[src/rtl/bram_port_arbiter.sv]
// Round-robin arbiter sharing BRAM port B between NCH requesters,
// with burst lock, registered port drive and read-return tag routing.
module bram_port_arbiter #(
    parameter int NCH       = 4,
    parameter int AW        = 13,
    parameter int DW        = 32,
    parameter int BE        = DW / 8,
    parameter int RL        = 1,
    parameter int BURST_MAX = 8
) (
    input  logic              CLK,
    input  logic              RSTN,
    input  logic [NCH-1:0]    req,
    input  logic [NCH-1:0]    lock,
    input  logic [NCH*BE-1:0] we,
    input  logic [NCH*AW-1:0] addr,
    input  logic [NCH*DW-1:0] wdata,
    output logic [NCH-1:0]    gnt,
    output logic [NCH-1:0]    rvalid,
    output logic [DW-1:0]     rdata,
    output logic [AW-1:0]     addrb,
    output logic [DW-1:0]     dinb,
    input  logic [DW-1:0]     doutb,
    output logic              enb,
    output logic [BE-1:0]     web,
    output logic              busy
);

    localparam int IW = (NCH > 1) ? $clog2(NCH) : 1;
    localparam int CW = $clog2(BURST_MAX + 1);

    logic [IW-1:0] rr_q, rr_d;
    logic [IW-1:0] own_q, own_d;
    logic [CW-1:0] cnt_q, cnt_d;
    logic          lkd_q, lkd_d;

    logic [NCH-1:0] lock_eff;
    logic           hold;
    logic           acc;
    logic [IW-1:0]  win;
    logic [IW-1:0]  cand;

    logic [AW-1:0]  sel_addr;
    logic [DW-1:0]  sel_wdata;
    logic [BE-1:0]  sel_we;

    logic           enb_q;
    logic [AW-1:0]  addrb_q;
    logic [DW-1:0]  dinb_q;
    logic [BE-1:0]  web_q;

    logic [RL:0]    vld_q;
    logic [IW-1:0]  ch_q [RL+1];

    // Pick the winner: locked owner outright, else first requester from rr.
    always_comb begin
        lock_eff = (NCH > 1) ? lock : '0;
        hold     = lkd_q && req[own_q] && lock_eff[own_q]
                   && (cnt_q < CW'(BURST_MAX));
        acc      = 1'b0;
        win      = '0;
        cand     = '0;
        if (hold) begin
            acc = 1'b1;
            win = own_q;
        end else begin
            for (int k = 0; k < NCH; k++) begin
                cand = IW'((int'(rr_q) + k) % NCH);
                if (!acc && req[cand]) begin
                    acc = 1'b1;
                    win = cand;
                end
            end
        end
    end

    // Next pointer, lock owner and burst count.
    always_comb begin
        rr_d  = rr_q;
        own_d = own_q;
        cnt_d = cnt_q;
        lkd_d = lkd_q;
        if (hold) begin
            cnt_d = cnt_q + CW'(1);
        end else begin
            lkd_d = 1'b0;
            cnt_d = '0;
            if (acc) begin
                rr_d = IW'((int'(win) + 1) % NCH);
                if (lock_eff[win]) begin
                    lkd_d = 1'b1;
                    own_d = win;
                    cnt_d = CW'(1);
                end
            end
        end
    end

    // Mux the winning channel's request fields.
    always_comb begin
        sel_addr  = '0;
        sel_wdata = '0;
        sel_we    = '0;
        for (int k = 0; k < NCH; k++) begin
            if (win == IW'(k)) begin
                sel_addr  = addr[k*AW +: AW];
                sel_wdata = wdata[k*DW +: DW];
                sel_we    = we[k*BE +: BE];
            end
        end
    end

    // One-hot grant, forced low while reset is asserted.
    always_comb begin
        gnt = '0;
        if (acc && RSTN) gnt[win] = 1'b1;
    end

    // Arbitration state registers.
    always_ff @(posedge CLK or negedge RSTN) begin
        if (!RSTN) begin
            rr_q  <= '0;
            own_q <= '0;
            cnt_q <= '0;
            lkd_q <= 1'b0;
        end else begin
            rr_q  <= rr_d;
            own_q <= own_d;
            cnt_q <= cnt_d;
            lkd_q <= lkd_d;
        end
    end

    // Registered BRAM drive; address and data hold when idle.
    always_ff @(posedge CLK or negedge RSTN) begin
        if (!RSTN) begin
            enb_q   <= 1'b0;
            addrb_q <= '0;
            dinb_q  <= '0;
            web_q   <= '0;
        end else if (acc) begin
            enb_q   <= 1'b1;
            addrb_q <= sel_addr;
            dinb_q  <= sel_wdata;
            web_q   <= sel_we;
        end else begin
            enb_q   <= 1'b0;
            web_q   <= '0;
        end
    end

    // Read tags: stage 0 lines up with enb, stage RL with doutb.
    always_ff @(posedge CLK or negedge RSTN) begin
        if (!RSTN) begin
            vld_q <= '0;
            for (int i = 0; i <= RL; i++) ch_q[i] <= '0;
        end else begin
            vld_q[0] <= acc && (sel_we == '0);
            ch_q[0]  <= win;
            for (int i = 1; i <= RL; i++) begin
                vld_q[i] <= vld_q[i-1];
                ch_q[i]  <= ch_q[i-1];
            end
        end
    end

    // Route the returning read to its channel.
    always_comb begin
        rvalid = '0;
        if (vld_q[RL]) rvalid[ch_q[RL]] = 1'b1;
    end

    assign rdata = doutb;
    assign addrb = addrb_q;
    assign dinb  = dinb_q;
    assign enb   = enb_q;
    assign web   = web_q;
    assign busy  = enb_q | (|vld_q);

endmodule

[config.mk]
export PLATFORM = sky130hd
export DESIGN_NAME = bram_port_arbiter
export DESIGN_NICKNAME = d
export VERILOG_FILES = /design/src/rtl/bram_port_arbiter.sv
export SDC_FILE = /design/constraint.sdc
export NUM_CORES = 1
export LEC_CHECK = 0
export CAP_MARGIN = 40
export CORE_AREA = 2 2 128 130
export CTS_BUF_LIST = sky130_fd_sc_hd__clkbuf_8
export DETAILED_ROUTE_END_ITERATION = 12
export DIE_AREA = 0 0 130 132
export PLACE_DENSITY = 0.68
export SYNTH_ARGS = -nofsm -noshare
export SYNTH_HDL_FRONTEND = slang
export SYNTH_SLANG_ARGS = --single-unit
[constraint.sdc]
create_clock -name CLK -period 14.8 [get_ports CLK]
set_input_delay 4.44 -clock CLK [delete_from_list [all_inputs] [get_ports CLK]]
set_output_delay 4.44 -clock CLK [all_outputs]
set_load 0.02 [all_outputs]
==> results of run 1 <==
[flip-flops by register name, indices dropped and copies added, names as in the netlist]
signal  cells
rr_q        2
web         4
ch_q        4
dinb       32
cnt_q       4
vld_q       2
enb         1
lkd_q       1
addrb      13
own_q       2
[placed cells by master, fill, tap and decap left out, types with 3 or more instances in the layout]
| cell | synthesis | final |
|---|---|---|
| a21oi_1 | 144 | 144 |
| nor3_1 | 3 | 3 |
| nand3_1 | 3 | 3 |
| nand3b_1 | 47 | 47 |
| dfrtp_1 | 65 | 65 |
| nor2_1 | 56 | 56 |
| clkbuf_8 | 0 | 11 |
| inv_1 | 7 | 7 |
| nor2b_1 | 4 | 4 |
| buf_4 | 32 | 6 |
| clkdlybuf4s50_1 | 0 | 263 |
| o21ai_1 | 49 | 49 |
| nand2_1 | 98 | 98 |
| and3_1 | 5 | 5 |
| mux2i_1 | 3 | 3 |
| a221oi_1 | 4 | 4 |
[synth_stat cells (2+ instances only)]
cell      instances  area (sq um)
nand3b_1         47         352.8
inv_1             7         26.28
nand2b_1          2         12.51
mux2i_1           3         30.03
nor3_1            3         15.01
ha_1              5         62.56
nor2b_1           4         25.02
mux2_1            2         22.52
buf_1            11         41.29
nor2_1           56         210.2
o21ai_1          49         245.2
a221oi_1          4         35.03
dfrtp_1          65          1627
buf_4            32         240.2
nand2_1          98         367.9
clkbuf_1         35         131.4
a21oi_1         144         720.7
nand3_1           3         15.01
and3_1            5         31.28
[metal layers]
| layer | GRT usage (%) | wire [um] |
|---|---|---|
| met1 | 20.79 | 6606 |
| met2 | 32.72 | 7918 |
| met3 | 5.601 | 1399 |
| met4 | 8.363 | 531 |
| met5 | 0 | 0 |
[kinds of logic after synthesis]
| logic type | after synthesis |
|---|---|
| and+or+nand+nor | 226 |
| AOI/OAI and AO/OA | 210 |
| buffers and inverters | 87 |
| DFF | 65 |
| muxes | 5 |
| adders and majority gates | 5 |
| xor gates and xnor gates | 1 |
[power by group through the flow]
stage | clock [mW] | combinational [mW] | sequential (mW)
2_1_floorplan | 0 | 0.590 | 0.374
3_3_place_gp | 0 | 0.982 | 0.309
3_5_place_dp | 0 | 1.02 | 0.310
4_1_cts | 0.185 | 1.02 | 0.308
5_1_grt | 0.192 | 1.12 | 0.318
6_report | 0.180 | 1.01 | 0.308
[worst paths after layout]
check                           cells after the start              endpoint                start
worst min register to register                      0     ch_q[1]$_DFF_PN0_    ch_q[3]$_DFF_PN0_
worst max register to register                     14    vld_q[0]$_DFF_PN0_  rr_q[0]$_DFFE_PN0P_
max in group asynchronous                           2  dinb[11]$_DFFE_PN0P_                 RSTN
worst min-delay path                                0     ch_q[1]$_DFF_PN0_    ch_q[3]$_DFF_PN0_
min in group asynchronous                           1    cnt_q[1]$_DFF_PN0_                 RSTN
worst max-delay path                               11                gnt[1]               req[3]
[final cells by class]
type                            instances  area [sq um]  area share (%)
Inverter                                8         30.03          0.4121
Clock inverter                          5         86.33           1.185
Multi-Input combinational cell        447          2375           32.59
Sequential cell                        65          1627           22.32
Antenna cell                            1         2.502         0.03434
Tap cell                              216         270.3           3.709
Timing Repair Buffer                  272          2745           37.67
Clock buffer                           11         151.4           2.078
[critical path, cell delays in order]
cell,delay (ns)
clkdlybuf4s50_1,0.68
nand3b_1,0.16
o21ai_1,0.08
a221oi_1,0.46
a21oi_1,0.08
o21ai_1,0.46
inv_1,0.15
ha_2,0.21
buf_4,0.37
and3_1,0.26
clkdlybuf4s50_1,0.54
==> results_dict.tcl, run 1 <==
set metrics [dict create \
    io_pins 329 \
    utilization_pct 46.38 \
    drc 0 \
    cap_violations 0 \
    switching_share_pct 46.68 \
    first_iter_violations 194 \
    yosysSeqAreaShare_pct 36.88 \
    yosys_warnings 0 \
    area_growth_pct 65.22 \
    synth_fa_ha_area_share_pct 1.418 \
    fmax_mhz 81.20 \
    synth-async-reset-ratio_pct 100.0 \
    grt_pass1_wl_um 24720 \
    fin_nets 1046 \
    drt_pass1_iterations 4 \
    power_density_nw_per_um2 205.3 \
    power_frac_comb_pct 67.4 \
    grt_max_degree 98 \
    hp-class "flip-flop to flip-flop" \
    grt_pass1_vias 4774 \
    final_area_sq_um 7287 \
    power_mw 1.496 \
    worstMarginPinSlew_ns 0.8206 \
    final_cells 1025 \
    cts_hold_buf 0 \
    start_util_pct 28.07 \
    cp_max_fo 97 \
    power_switching_mw 0.6985 \
    p_leak_nw 2.811 \
    internal_power_mw 0.7979 \
    die_area_sq_um 17160 \
    place_congestion 0.8367 \
    preCtsSetupSlack_ns 2.459 \
    htreeDepth 3 \
    whs_ns 0.3501 \
    ys_ff_latch 65 \
    synth_xor_area_share_pct 0.1986 \
    synth_edf_count 0 \
    fin_tns_setup_ns 0 \
    drive_above_1_share_pct 4.455 \
    placed_area_sq_um 7047 \
    synthSimpleGateAreaFrac_pct 24.77 \
    dp_hpwl_um 12510 \
    postCtsSetupRepairBufs 0 \
    synth_cells 599 \
    post_drt_wl_per_cell_um 16.05 \
    clockBufferDepth 2 \
    die_h_um 132 \
    rsz0062_at_grt "false" \
    n_fill_cell 1566 \
    cp.required_ns 10.36 \
    setup_viol 0 \
    fp.dieW_um 130 \
    antenna_found_initial 1 \
    finalClockSkew_ns 0.01322 \
    grt.total_usage_pct 18.75 \
    worstPathArrival_ns 7.88 \
    synthMuxAreaShare_pct 1.191 \
    cts_sinks 65 \
    synth_top_family_by_area "compound AO/OA/AOI/OAI gates" \
    vias_per_cell 4.744 \
    cts_tree "done" \
    synth_area_sq_um 4410 \
    portBuffers 264 \
    r2r_setup_slack_ns 11.14 \
    crit_type "primary input to output port" \
    pwr-share-seq_pct 20.6 \
    cts_resized 0 \
    syn_avg_cell_area_sq_um 7.363 \
    outcome "finished, final reports clean" \
    hold_viol_final 0 \
    vias 4863 \
    power.share.clock_pct 12.0 \
    cp-start-kind "primary input" \
    slew_headroom_pct 45.29 \
    grt-ovfl-total 0 \
    crit_path_end_kind "output port" \
    synth_compound_area_share_pct 25.39 \
    finalCritPeriodShare_pct 83.21 \
    synthFlopType "dfrtp_1" \
    root_buffer "clkbuf_8" \
    drt_wl_total_um 16460 \
    core_sq_um 15710 \
    min_period_ns 12.32 \
    clock_latency_ns 0.35 \
    syn_nets 842 \
    setup_ws_ns 2.484 \
    cts-buffers-inserted 9 \
    ys_types 43 \
    ant_nets 0 \
    placed_cells 1008 \
    peakVddDrop_mv 0.1219 \
    maxSlewViolCount 0 \
    clkSlewWorstSetupHoldPaths_ns 0.07 \
    rows 46 \
]
Power figures use the tool's default switching activity.
==> run 2: changes to the inputs <==
- CORE_AREA: 2 2 128 130 -> 2 2 126 128
- DIE_AREA: 0 0 130 132 -> 0 0 128 130
- PLACE_DENSITY: 0.68 -> 0.7
- clock period: 14.8 -> 11.4 ns (I/O delays scaled with it)
==> run 2 against run 1 <==
Register-to-register slack worse by 3.4 ns. Sequential power is 29% higher. First-iteration DRC count down 1.5%. Worst setup slack lost 1.3 ns. Power increased by 27%. Combinational power increased by 29%. Critical endpoint is now gnt[2].
==> results_dict.tcl, run 2 (synthesized netlist as in run 1, its figures left out) <==
set metrics [dict create \
    outcome "finished, final reports clean" \
    power_frac_comb_pct 68.3 \
    portBuffers 264 \
    finalCritPeriodShare_pct 89.21 \
    cap_violations 0 \
    setup_ws_ns 1.231 \
    cts_hold_buf 0 \
    crit-reg2reg-capture "vld_q[0]$_DFF_PN0_" \
    area_growth_pct 63.43 \
    core_sq_um 15420 \
    antennaDiodeCount 0 \
    r2r_setup_slack_ns 7.72 \
    placed_cells 984 \
    finalClockSkew_ns 0.009295 \
    post_drt_wl_per_cell_um 16.08 \
    postCtsSetupRepairBufs 0 \
    hp-start "ch_q[3]$_DFF_PN0_" \
    cts_tree "done" \
    first_iter_violations 191 \
    peakVddDrop_mv 0.1702 \
    hp-class "flip-flop to flip-flop" \
    io_pins 329 \
    start_util_pct 28.59 \
    grt_pass1_vias 4572 \
    die_area_sq_um 16640 \
    root_buffer "clkbuf_8" \
    min_to "ch_q[1]$_DFF_PN0_" \
    r2r-start "rr_q[0]$_DFFE_PN0P_" \
    ant_nets 0 \
    power.share.clock_pct 10.9 \
    worstPathArrival_ns 6.75 \
    dp_hpwl_um 11900 \
    vias_per_cell 4.867 \
    clkSlewWorstSetupHoldPaths_ns 0.07 \
    crit_type "primary input to output port" \
    rsz0062_at_grt "false" \
    rr_worst_depth 14 \
    antenna_found_initial 0 \
    cts_sinks 65 \
    min_period_ns 10.17 \
    crit_start "req[3]" \
    layout_commonest_cell "clkdlybuf4s50_1" \
    drt_pass1_iterations 6 \
    power_density_nw_per_um2 263.9 \
    crit_path_end_kind "output port" \
    cts-buffers-inserted 9 \
    maxSlewViolCount 0 \
    cp_max_fo 46 \
    holdPathStages 0 \
    pwr-share-seq_pct 20.8 \
    vias 4862 \
    setup_viol 0 \
    largest_reg_flops 32 \
    cp.required_ns 7.98 \
    drive_above_1_share_pct 4.337 \
    hold_viol_final 0 \
    whs_ns 0.3500 \
    grt.total_usage_pct 18.58 \
    worstMarginPinSlew_ns 0.8697 \
    switching_share_pct 47.34 \
    htreeDepth 3 \
    cts_resized 0 \
    die_h_um 130 \
    final_cells 999 \
    fp.dieW_um 128 \
    utilization_pct 46.73 \
    grt-ovfl-total 0 \
    preCtsSetupSlack_ns 1.249 \
    clockBufferDepth 2 \
    rows 46 \
    drc 0 \
    drt_wl_total_um 16060 \
    power_switching_mw 0.9004 \
    grt_max_degree 97 \
    internal_power_mw 1.002 \
    clock_latency_ns 0.35 \
    place_congestion 0.8105 \
    fin_nets 1046 \
    grt_pass1_wl_um 23930 \
    cp-start-kind "primary input" \
    final_cell_mix "clkdlybuf4s50_1 (263), a21oi_1 (144), nand2_1 (98), dfrtp_1 (65), nor2_1 (56)" \
    slew_headroom_pct 42.02 \
    p_leak_nw 2.780 \
    fmax_mhz 98.33 \
    fin_tns_setup_ns 0 \
]
[run 2: per-layer routing]
layer / part of all wire (%) / vias to the layer above / track usage (%) / routed length [um]
li1: - / 2436 / - / -
met1: 41 / 2200 / 21.75 / 6584
met2: 49 / 202 / 32.81 / 7918
met3: 8.2 / 24 / 5.494 / 1325
met4: 1.5 / 0 / 6.012 / 235
met5: 0 / - / 0 / 0
[run 2: power by group through the flow]
stage	Clock (mW)	Sequential, mW	Combinational, mW
floorplan	0	0.486	0.766
global placement	0	0.399	1.29
detailed placement	0	0.400	1.31
CTS	0.217	0.397	1.31
global route	0.226	0.410	1.44
finish	0.207	0.396	1.30
[run 2: how the worst max path moves through the flow]
stage	to	slack (ns)	cells after the start
global route	gnt[2]	0.98	9
global placement	gnt[2]	1.30	9
detailed placement	gnt[2]	1.25	9
floorplan	gnt[3]	2.45	10
finish	gnt[2]	1.23	9
CTS	gnt[2]	1.25	9
[run 2: metrics by stage]
stage               power, mW  instance area [sq um]
finish                  1.902                   7208
global route            2.079                   7208
CTS                     1.929                   7208
detailed placement      1.712                   7004
global placement        1.684                   6957
floorplan               1.252                   4410
[run 2: area by class of cell]
class	instances	area, sq um
fill	1562	8217
timing repair buffer	272	2733
multi-input combinational	447	2375
sequential	65	1627
tap	192	240.2
clock buffer	11	151.4
clock inverter	4	52.55
inverter	8	30.03
[run 2: worst max-delay path, cell delays in order]
cell,delay [ns]
clkdlybuf4s50_1,0.70
nand3b_1,0.16
o21ai_1,0.08
a221oi_1,0.44
a21oi_1,0.08
o21ai_1,0.45
ha_4,0.56
and3_1,0.25
clkdlybuf4s50_1,0.60
==> run 3: changes to the inputs <==
- CTS_CLUSTER_SIZE: default -> 16
==> results of run 3 <==
No change in the layout: final DEF, timing and power equal those of run 2.
